--- src/rtl/rv32i_pkg.sv ---
// Shared RV32I definitions used by the issue block, the decoder and the ALU.
package rv32i_pkg;

  localparam int XLEN_DEF = 32;

  // Major opcodes
  localparam logic [6:0] OPC_OP     = 7'b0110011;
  localparam logic [6:0] OPC_OP_IMM = 7'b0010011;
  localparam logic [6:0] OPC_LUI    = 7'b0110111;
  localparam logic [6:0] OPC_AUIPC  = 7'b0010111;
  localparam logic [6:0] OPC_BRANCH = 7'b1100011;

  // ALU function codes, {funct7b5, funct3} for register ops
  localparam logic [3:0] ALU_ADD  = 4'b0000;
  localparam logic [3:0] ALU_SUB  = 4'b1000;
  localparam logic [3:0] ALU_SLL  = 4'b0001;
  localparam logic [3:0] ALU_SLT  = 4'b0010;
  localparam logic [3:0] ALU_SLTU = 4'b0011;
  localparam logic [3:0] ALU_XOR  = 4'b0100;
  localparam logic [3:0] ALU_SRL  = 4'b0101;
  localparam logic [3:0] ALU_SRA  = 4'b1101;
  localparam logic [3:0] ALU_OR   = 4'b0110;
  localparam logic [3:0] ALU_AND  = 4'b0111;

  // Branch funct3 codes
  localparam logic [2:0] F3_BEQ  = 3'b000;
  localparam logic [2:0] F3_BNE  = 3'b001;
  localparam logic [2:0] F3_BLT  = 3'b100;
  localparam logic [2:0] F3_BGE  = 3'b101;
  localparam logic [2:0] F3_BLTU = 3'b110;
  localparam logic [2:0] F3_BGEU = 3'b111;

  // How the branch outcome is derived from the ALU result
  typedef enum logic [2:0] {
    TSEL_NONE,
    TSEL_ZERO,
    TSEL_NONZERO,
    TSEL_BIT0,
    TSEL_NBIT0
  } taken_sel_e;

  // One writeback/branch entry held in the skid buffer
  typedef struct packed {
    logic [31:0] result;
    logic [4:0]  rd;
    logic        we;
    logic        branch;
    logic        taken;
    logic        illegal;
  } wb_entry_t;

  // The ALU shifts by its whole second operand, so shift amounts are trimmed
  function automatic logic is_shift(input logic [3:0] func);
    return (func == ALU_SLL) || (func == ALU_SRL) || (func == ALU_SRA);
  endfunction

endpackage

--- src/rtl/alu_op_decode.sv ---
// Combinational mapping of a decoded RV32I instruction onto ALU operands,
// function code and writeback/branch attributes.
module alu_op_decode
  import rv32i_pkg::*;
(
  input  logic [6:0]  opcode,
  input  logic [2:0]  funct3,
  input  logic        funct7b5,
  input  logic [31:0] rs1,
  input  logic [31:0] rs2,
  input  logic [31:0] imm,
  input  logic [31:0] pc,
  input  logic [4:0]  rd,
  output logic [31:0] alu_in0,
  output logic [31:0] alu_in1,
  output logic [3:0]  alu_func,
  output logic        is_branch,
  output logic        illegal,
  output logic        we,
  output taken_sel_e  taken_sel
);

  // Opcode/funct decode; illegal encodings collapse to add 0+0 and are
  // never reported as branches.
  always_comb begin
    alu_in0   = '0;
    alu_in1   = '0;
    alu_func  = ALU_ADD;
    is_branch = 1'b0;
    illegal   = 1'b0;
    taken_sel = TSEL_NONE;

    case (opcode)
      OPC_OP: begin
        alu_in0  = rs1;
        alu_in1  = rs2;
        alu_func = {funct7b5, funct3};
        if (funct7b5 && (funct3 != 3'b000) && (funct3 != 3'b101)) begin
          illegal = 1'b1;
        end
      end
      OPC_OP_IMM: begin
        alu_in0  = rs1;
        alu_in1  = imm;
        alu_func = {((funct3 == 3'b101) ? funct7b5 : 1'b0), funct3};
      end
      OPC_LUI: begin
        alu_in0 = '0;
        alu_in1 = imm;
      end
      OPC_AUIPC: begin
        alu_in0 = pc;
        alu_in1 = imm;
      end
      OPC_BRANCH: begin
        alu_in0   = rs1;
        alu_in1   = rs2;
        is_branch = 1'b1;
        case (funct3)
          F3_BEQ: begin
            alu_func  = ALU_SUB;
            taken_sel = TSEL_ZERO;
          end
          F3_BNE: begin
            alu_func  = ALU_SUB;
            taken_sel = TSEL_NONZERO;
          end
          F3_BLT, F3_BGE: begin
            alu_func  = ALU_SLT;
            taken_sel = funct3[0] ? TSEL_NBIT0 : TSEL_BIT0;
          end
          F3_BLTU, F3_BGEU: begin
            alu_func  = ALU_SLTU;
            taken_sel = funct3[0] ? TSEL_NBIT0 : TSEL_BIT0;
          end
          default: illegal = 1'b1;
        endcase
      end
      default: illegal = 1'b1;
    endcase

    if (illegal) begin
      alu_in0   = '0;
      alu_in1   = '0;
      alu_func  = ALU_ADD;
      is_branch = 1'b0;
      taken_sel = TSEL_NONE;
    end else if (is_shift(alu_func)) begin
      alu_in1 = {27'b0, alu_in1[4:0]};
    end
  end

  // Register write only for legal non-branch results to a real register
  always_comb begin
    we = !illegal && !is_branch && (rd != 5'd0);
  end

endmodule

--- src/rtl/alu_issue.sv ---
// Execute-stage issue block: drives the external ALU from the incoming
// instruction and registers its outcome into a 2-entry skid buffer.
//
// state    | meaning
// ST_EMPTY | no entry held, out_valid low
// ST_ONE   | head entry valid, tail free
// ST_TWO   | head and tail valid, upstream stalled
module alu_issue
  import rv32i_pkg::*;
#(
  parameter int XLEN = 32
) (
  input  logic            clk,
  input  logic            rst_n,
  input  logic            in_valid,
  output logic            in_ready,
  input  logic [6:0]      in_opcode,
  input  logic [2:0]      in_funct3,
  input  logic            in_funct7b5,
  input  logic [XLEN-1:0] in_rs1,
  input  logic [XLEN-1:0] in_rs2,
  input  logic [XLEN-1:0] in_imm,
  input  logic [XLEN-1:0] in_pc,
  input  logic [4:0]      in_rd,
  output logic [XLEN-1:0] alu_in0,
  output logic [XLEN-1:0] alu_in1,
  output logic [3:0]      alu_func,
  input  logic [XLEN-1:0] alu_out,
  output logic            out_valid,
  input  logic            out_ready,
  output logic [XLEN-1:0] out_result,
  output logic [4:0]      out_rd,
  output logic            out_we,
  output logic            out_branch,
  output logic            out_taken,
  output logic            out_illegal
);

  typedef enum logic [1:0] {
    ST_EMPTY,
    ST_ONE,
    ST_TWO
  } occ_e;

  occ_e       state_q, state_d;
  wb_entry_t  head_q, head_d;
  wb_entry_t  tail_q, tail_d;
  logic       in_ready_q, in_ready_d;

  logic       dec_branch;
  logic       dec_illegal;
  logic       dec_we;
  taken_sel_e dec_tsel;
  logic       taken_c;
  wb_entry_t  new_entry;
  logic       push;
  logic       pop;

  alu_op_decode u_dec (
    .opcode    (in_opcode),
    .funct3    (in_funct3),
    .funct7b5  (in_funct7b5),
    .rs1       (in_rs1),
    .rs2       (in_rs2),
    .imm       (in_imm),
    .pc        (in_pc),
    .rd        (in_rd),
    .alu_in0   (alu_in0),
    .alu_in1   (alu_in1),
    .alu_func  (alu_func),
    .is_branch (dec_branch),
    .illegal   (dec_illegal),
    .we        (dec_we),
    .taken_sel (dec_tsel)
  );

  // Branch outcome from the returned ALU result
  always_comb begin
    taken_c = 1'b0;
    case (dec_tsel)
      TSEL_ZERO:    taken_c = (alu_out == '0);
      TSEL_NONZERO: taken_c = (alu_out != '0);
      TSEL_BIT0:    taken_c = alu_out[0];
      TSEL_NBIT0:   taken_c = !alu_out[0];
      default:      taken_c = 1'b0;
    endcase
  end

  // Entry captured on a push edge
  always_comb begin
    new_entry.result  = dec_illegal ? '0 : alu_out;
    new_entry.rd      = in_rd;
    new_entry.we      = dec_we;
    new_entry.branch  = dec_branch;
    new_entry.taken   = taken_c;
    new_entry.illegal = dec_illegal;
  end

  assign push = in_valid && in_ready_q;
  assign pop  = (state_q != ST_EMPTY) && out_ready;

  // Occupancy next-state and entry movement; in TWO no push can occur
  // because in_ready was already low.
  always_comb begin
    state_d = state_q;
    head_d  = head_q;
    tail_d  = tail_q;
    case (state_q)
      ST_EMPTY: begin
        if (push) begin
          head_d  = new_entry;
          state_d = ST_ONE;
        end
      end
      ST_ONE: begin
        if (push && pop) begin
          head_d = new_entry;
        end else if (push) begin
          tail_d  = new_entry;
          state_d = ST_TWO;
        end else if (pop) begin
          state_d = ST_EMPTY;
        end
      end
      ST_TWO: begin
        if (pop) begin
          head_d  = tail_q;
          state_d = ST_ONE;
        end
      end
      default: state_d = ST_EMPTY;
    endcase
    in_ready_d = (state_d != ST_TWO);
  end

  // State and buffer registers; reset flushes both entries
  always_ff @(posedge clk) begin
    if (!rst_n) begin
      state_q    <= ST_EMPTY;
      head_q     <= '0;
      tail_q     <= '0;
      in_ready_q <= 1'b0;
    end else begin
      state_q    <= state_d;
      head_q     <= head_d;
      tail_q     <= tail_d;
      in_ready_q <= in_ready_d;
    end
  end

  assign in_ready    = in_ready_q;
  assign out_valid   = (state_q != ST_EMPTY);
  assign out_result  = head_q.result;
  assign out_rd      = head_q.rd;
  assign out_we      = head_q.we;
  assign out_branch  = head_q.branch;
  assign out_taken   = head_q.taken;
  assign out_illegal = head_q.illegal;

endmodule

--- config.mk ---
export PLATFORM = sky130hd
export DESIGN_NAME = alu_issue
export DESIGN_NICKNAME = d
export VERILOG_FILES = /design/src/rtl/rv32i_pkg.sv /design/src/rtl/alu_op_decode.sv /design/src/rtl/alu_issue.sv
export SDC_FILE = /design/constraint.sdc
export NUM_CORES = 1
export LEC_CHECK = 0
export ABC_AREA = 1
export CORE_UTILIZATION = 37
export CTS_CLUSTER_DIAMETER = 50
export DETAILED_ROUTE_END_ITERATION = 10
export GPL_TIMING_DRIVEN = 0
export PLACE_DENSITY = 0.87
export SETUP_SLACK_MARGIN = 0.02
export SLEW_MARGIN = 20
export SYNTH_ARGS = -nofsm -noshare
export SYNTH_HDL_FRONTEND = slang
export SYNTH_SLANG_ARGS = --single-unit
--- constraint.sdc ---
create_clock -name clk -period 2.42 [get_ports clk]
set_input_delay 0.484 -clock clk [delete_from_list [all_inputs] [get_ports clk]]
set_output_delay 0.484 -clock clk [all_outputs]
set_load 0.01 [all_outputs]
==> Word-level counts from Yosys, hierarchy flattened <==
Cells that the tools add are included.
{ "totals": {"ff_bits": 85, "latch_bits": 0, "ramBits": 0, "mem_bits_ro": 0, "inputBits": 180, "output_inout_bits": 111, "wordCells": 99, "n_memories": 0} }
{ "op_classes": {"addsub": 0, "n_mul": 0, "div": 0, "order_cmp": 0, "eq_ne": 24, "shifts": 0, "muxes": 30, "bitwise": 1, "reduce_logical": 30} }
{ "ops": {"columns": ["op", "n"], "rows": [
  ["$mux 32", 4],
  ["$pmux 32 s2", 2],
  ["$mux 41", 3],
  ["$pmux 41 s3", 1],
  ["$logic_not 32->1", 1],
  ["$reduce_bool 32->1", 1],
  ["$pmux 4 s3", 2],
  ["$eq 3x3->1 const B", 5],
  ["$eq 7x5->1 const B", 2],
  ["$eq 7x6->1 const B", 2],
  ["$mux 2", 5],
  ["$mux 3", 3],
  ["$pmux 3 s3", 1],
  ["$ne 2x2->1 const B", 4],
  ["$reduce_or 2->1", 4],
  ["$eq 7x7->1 const B", 1],
  ["$logic_and 1x1->1", 7],
  ["$eq 3x1->1 const B", 2],
  ["$eq 3x2->1 const B", 2],
  ["$pmux 2 s3", 1],
  ["$reduce_bool 3->1", 2],
  ["$reduce_or 3->1", 2],
  ["$reduce_or 6->1", 1],
  ["$mux 1", 5],
  ["other kinds (19)", 22]
]} }

==> Logic depth before layout (Yosys ltp) <==
{ "logic_depth": {"ltp_word": 11, "depth_mapped": 12, "ltp_nobuf": 11} }

==> Modules after synthesis <==
From an unflattened synthesis, not the netlist that was laid out.
{ "unflattened": {"hier_cells": 860, "area_unflattened_um2": 5272.6} }
{ "modules_own_cells": {"columns": ["mod", "n_inst", "cells_per_inst", "area_each_um2", "seq_area_each_um2"], "rows": [
  ["alu_issue", 1, 516, 3631.0, 1701.6],
  ["alu_op_decode", 1, 344, 1641.6, 0.0]
]} }

==> Worst setup path after synthesis <==
No wires, ideal clock.
{ "synth_timing": {"path_type": "input to output", "startpoint": "input in_opcode[4]", "endpoint": "output alu_in1[11]", "arrival_time_ps": 1605, "path_slack_ps": 331, "cell_stages": 8, "path_buffers": 1, "path_cell_list": "inv_1 > nor2_4 > nand3_2 > nor2_2 > a21oi_1 > clkbuf_1 > or2_2 > a21oi_2"} }
{ "synth_between": {"elab_chain_len": 7} }
{ "synth_lines": {"columns": ["item", "line_no", "source"], "rows": [
  ["from (decl)", "alu_issue.sv:17", "input logic [6:0] in_opcode,"],
  ["$eq 7x7->1 (tied with other cells)", "alu_op_decode.sv:33", "case (opcode)"],
  ["$pmux 4 s3", "alu_op_decode.sv:33", null],
  ["$eq 4x1->1 or $eq 4x3->1 (tied branches)", "rv32i_pkg.sv:54", "return (func == ALU_SLL) || (func == ALU_SRL) || (func == ALU_SRA);"],
  ["$logic_or 1x1->1 (2 in series)", "rv32i_pkg.sv:54", null],
  ["$mux 32", "alu_op_decode.sv:88", "end else if (is_shift(alu_func)) begin"],
  ["$mux 32 (*)", "alu_op_decode.sv:82", "if (illegal) begin"],
  ["to (decl)", "alu_issue.sv:26", "output logic [XLEN-1:0] alu_in1,"]
]} }
Every way passes the cells marked *; elsewhere a longest branch is shown, timed or not.

==> Final worst setup path <==
{ "layout_timing": {"startpoint": "input in_funct3[2]", "endpoint": "output alu_in1[11]"} }
{ "layout_between": {"elab_chain_len": 9} }
{ "layout_lines": {"columns": ["item", "line_no", "source"], "rows": [
  ["from (decl)", "alu_issue.sv:18", "input logic [2:0] in_funct3,"],
  ["$eq 3x3->1 (tied with other cells)", "alu_op_decode.sv:59", "case (funct3)"],
  ["$reduce_or 2->1 (on tied branches)", null, null],
  ["$pmux 4 s3", "alu_op_decode.sv:59", null],
  ["$pmux 4 s3", "alu_op_decode.sv:33", null],
  ["$eq 4x1->1 or $eq 4x3->1 (tied branches)", "rv32i_pkg.sv:54", null],
  ["$logic_or 1x1->1 (2 in series)", "rv32i_pkg.sv:54", null],
  ["$mux 32", "alu_op_decode.sv:88", null],
  ["$mux 32 (*)", "alu_op_decode.sv:82", null]
]} }
Marked as above.

==> flow_metrics.tcl <==
set metrics [dict create \
    vias_after_detailed_routing 6980 \
    floorplan.rows 43 \
    drt_first_iter_violations 679 \
    antenna_found_initial 0 \
    worst_hold_startpoint "tail_q[2]" \
    tritoncts "yes" \
    wl_per_cell_um 17.9 \
    min-delay-path-class "register to register" \
    netlist.area_leader.share_pct 32.4 \
    setup_tns_ps -1050 \
    grt_use_total_pct 29.6 \
    crit_chain "clkdlybuf4s15_2, inv_1, nor2_2, nand3_2, nand3_4, nand2_4, nand3_4, nand2_8, buf_12, a21oi_4, buf_2" \
    synth-main-ff-cell "dfxtp_1" \
    switching_power_uw 982 \
    postSynthRegisterBits 85 \
    drv_slew 0 \
    crit_family "buffers and inverters" \
    syn_inst 750 \
    share_of_final_layout_standard_cells_stronger_than_drive_strength_1_pct 29.6 \
    antenna-diode-count 0 \
    internal-power_uw 2630 \
    design.final.nets 1274 \
    core-area_mm2 0.0139 \
    htreeDepth 3 \
    synth.cells.most_frequent "o21ai_0 (108), a21oi_1 (102), nand2_1 (95)" \
    timing.critical_path.arrival_ps 1990 \
    rsz0062_at_grt "yes" \
    fin_area_mm2 0.00922 \
    synth.avg_cell_area_um2 7.01 \
    cap_violations 0 \
    clock_sink_count 85 \
    gpl.final_weighted_congestion 0.953 \
    report.final.hold_viol_count 0 \
    layout.core_utilization_pct 66.4 \
    layout.filler_cells 1116 \
    max_stage_delay_ps 300 \
    area.growth.synth_to_final_pct 75.2 \
    violations_in_the_final_reports "setup timing" \
    grt_overflow 0 \
    timing.critical_path.slowest_stage_cell "clkdlybuf4s15_2" \
    drcViolationCount 0 \
    first_global_vias 6555 \
    clock_skew_ps 5.98 \
    fraction_of_registers_with_async_set_reset_pct 0 \
    max_slew.worst_pin.slew_ps 604 \
    worst_setup_path_startpoint "in_funct3[2]" \
    die_h_um 121 \
    post_synthesis_cell_area_mm2 0.00526 \
    cpMostUsedCell "nand3_4" \
    grt_pass1_wl_um 33800 \
    critical_path.max_fanout 7 \
    synth-edff-count 0 \
    fp.dieArea_mm2 0.0147 \
    hold_buffers 0 \
    post_layout_min_period_ps 2480 \
    timing.fmax_ghz 0.404 \
    synth_area_leaders "dfxtp_1 (32%), o21ai_0 (10%), a21oi_1 (9.7%), nand2_1 (6.8%), a21oi_2 (6.7%)" \
    cellLeakagePower_uw 0.00352 \
    placed_cell_area_mm2 0.00838 \
    worst_setup_path_start_kind "input port" \
    run_status "finished, violations left" \
    vdd_drop_max_uv 355 \
    num_io_pins 291 \
    clockBufferDepth 2 \
    crit_path_kind "input port to output pin" \
    post-place-ws_ps -1080 \
    cp_num_buf_inv 4 \
    cellPowerDensity_mw_per_mm2 392 \
    swShare_pct 27.2 \
    yosysWarnings 0 \
    start_util_pct 37.9 \
    dp.final_hpwl_um 16100 \
    grt_max_degree 16 \
    io_buffer_count 289 \
    worstSkewPairLatency_ps 340 \
    antenna_left 0 \
    combPwrFrac_pct 23.2 \
    postSynthNetCount 930 \
    pwr-share-clk_pct 35.4 \
    drt_pre_antenna_iters 5 \
    synth.distinct_cells 35 \
    worst_case_setup_margin_in_the_final_layout_ps -56.0 \
    die_x_um 121 \
    synth.largest_area_cell "dfxtp_1" \
    relSlewSlack_pct 59.8 \
    p_seq_share_pct 41.4 \
    wl_um 22900 \
    vias_per_cell 5.46 \
    portion_of_the_post_synthesis_area_used_by_sequential_elements_pct 32.4 \
    critical_path.reg2reg.startpoint "state_q[1]" \
    layout_worst_path_cycle_share_pct 102 \
    cts-buffers-inserted 9 \
    setup_viol 34 \
    end_kind "output pin" \
    cp_data_required_time_ps 1940 \
    clk_pin_slew_ps 60 \
    yosysMostFrequentCell "o21ai_0" \
    clock-root-buffer "clkbuf_16" \
]
==> power by group through the flow <==
stage / sequential, uW / combinational [uW] / clock (uW)
CTS: 1490 / 800 / 1290
floorplan: 1540 / 231 / 0
global placement: 1520 / 739 / 0
finish: 1500 / 839 / 1280
global route: 1500 / 894 / 1350
detailed placement: 1520 / 750 / 0
==> worst paths after layout <==
kind / endpoint / slack (ps) / depth (start not counted)
max reg2reg: out_result[15] / 570 / 7
max: alu_in1[11] / -60 / 11
min: tail_q[2] / 480 / 2
min reg2reg: tail_q[2] / 480 / 2
==> cell usage in the layout, fill, tap and decap left out, drive strengths merged <==
| cell type | count |
|---|---|
| clkdlybuf4s15 | 2 |
| o211ai | 1 |
| and3b | 1 |
| clkinv | 7 |
| a22oi | 32 |
| buf | 134 |
| dlygate4sd2 | 8 |
| nor2 | 88 |
| a21oi | 142 |
| o22ai | 1 |
| clkinvlp | 2 |
| or2 | 27 |
| clkbuf | 47 |
| inv | 51 |
| dfxtp | 85 |
| nand2 | 101 |
| nand3b | 1 |
| nor3b | 1 |
| o21ai | 112 |
| nand3 | 38 |
| clkdlybuf4s50 | 211 |
| nor3 | 2 |
| a31oi | 5 |
==> per-layer routing <==
metal  vias up  track usage, %  routed length [um]
met5         -               0                   0
met4         0            12.1                 845
met3        85            6.30                2070
met2       400            51.4               11400
met1      3260            35.2                8600
li1       3235               -                   -
==> cell type report <==
type	instances	area [um2]	area share (%)
multi-input cells	552	3310	35.9
plain buffers	59	447	4.85
repair buffers	334	3050	33.1
clock inverters	7	51.3	0.557
inverters	53	206	2.24
well taps	180	225	2.44
clock buffers	9	225	2.44
flip-flops and latches	85	1700	18.5
==> timing repair <==
item | in CTS | in global routing
setup buffers | 33 | 7
gates cloned | 5 | 3
endpoints found under the hold margin | 0 | 0
pin swaps | 18 | 27
endpoints found under the setup margin | 68 | 69
gates resized for setup | 359 | 95
==> metrics by stage <==
step,total power [uW],hold slack (ps),std cells
floorplan,1770,446,750
global route,3750,493,1279
detailed placement,2270,470,1219
global placement,2260,452,1219
CTS,3580,478,1272
finish,3610,477,1279
==> tightest hold or removal path: stages (launching register included) <==
cell	delay [ps]
dfxtp_1	310
nand2_1	60
a21oi_1	60
==> cells by family (layout without fill, tap and decap cells) <==
kind of cell	count (synthesis)	count (layout)	synth area share (%)
AOI/OAI and AO/OA	293	293	32.5
and+or+nand+nor	258	259	24.7
buffers and inverters	114	462	10.4
DFF	85	85	32.4
==> state kept, by name, indices dropped and copies added, names as in the netlist <==
name and cells:
tail_q 41, out_result 32, out_rd 5, state_q 2, in_ready 1, out_branch 1, out_illegal 1, out_taken 1
out_we 1
Power figures use the tool's default switching activity.
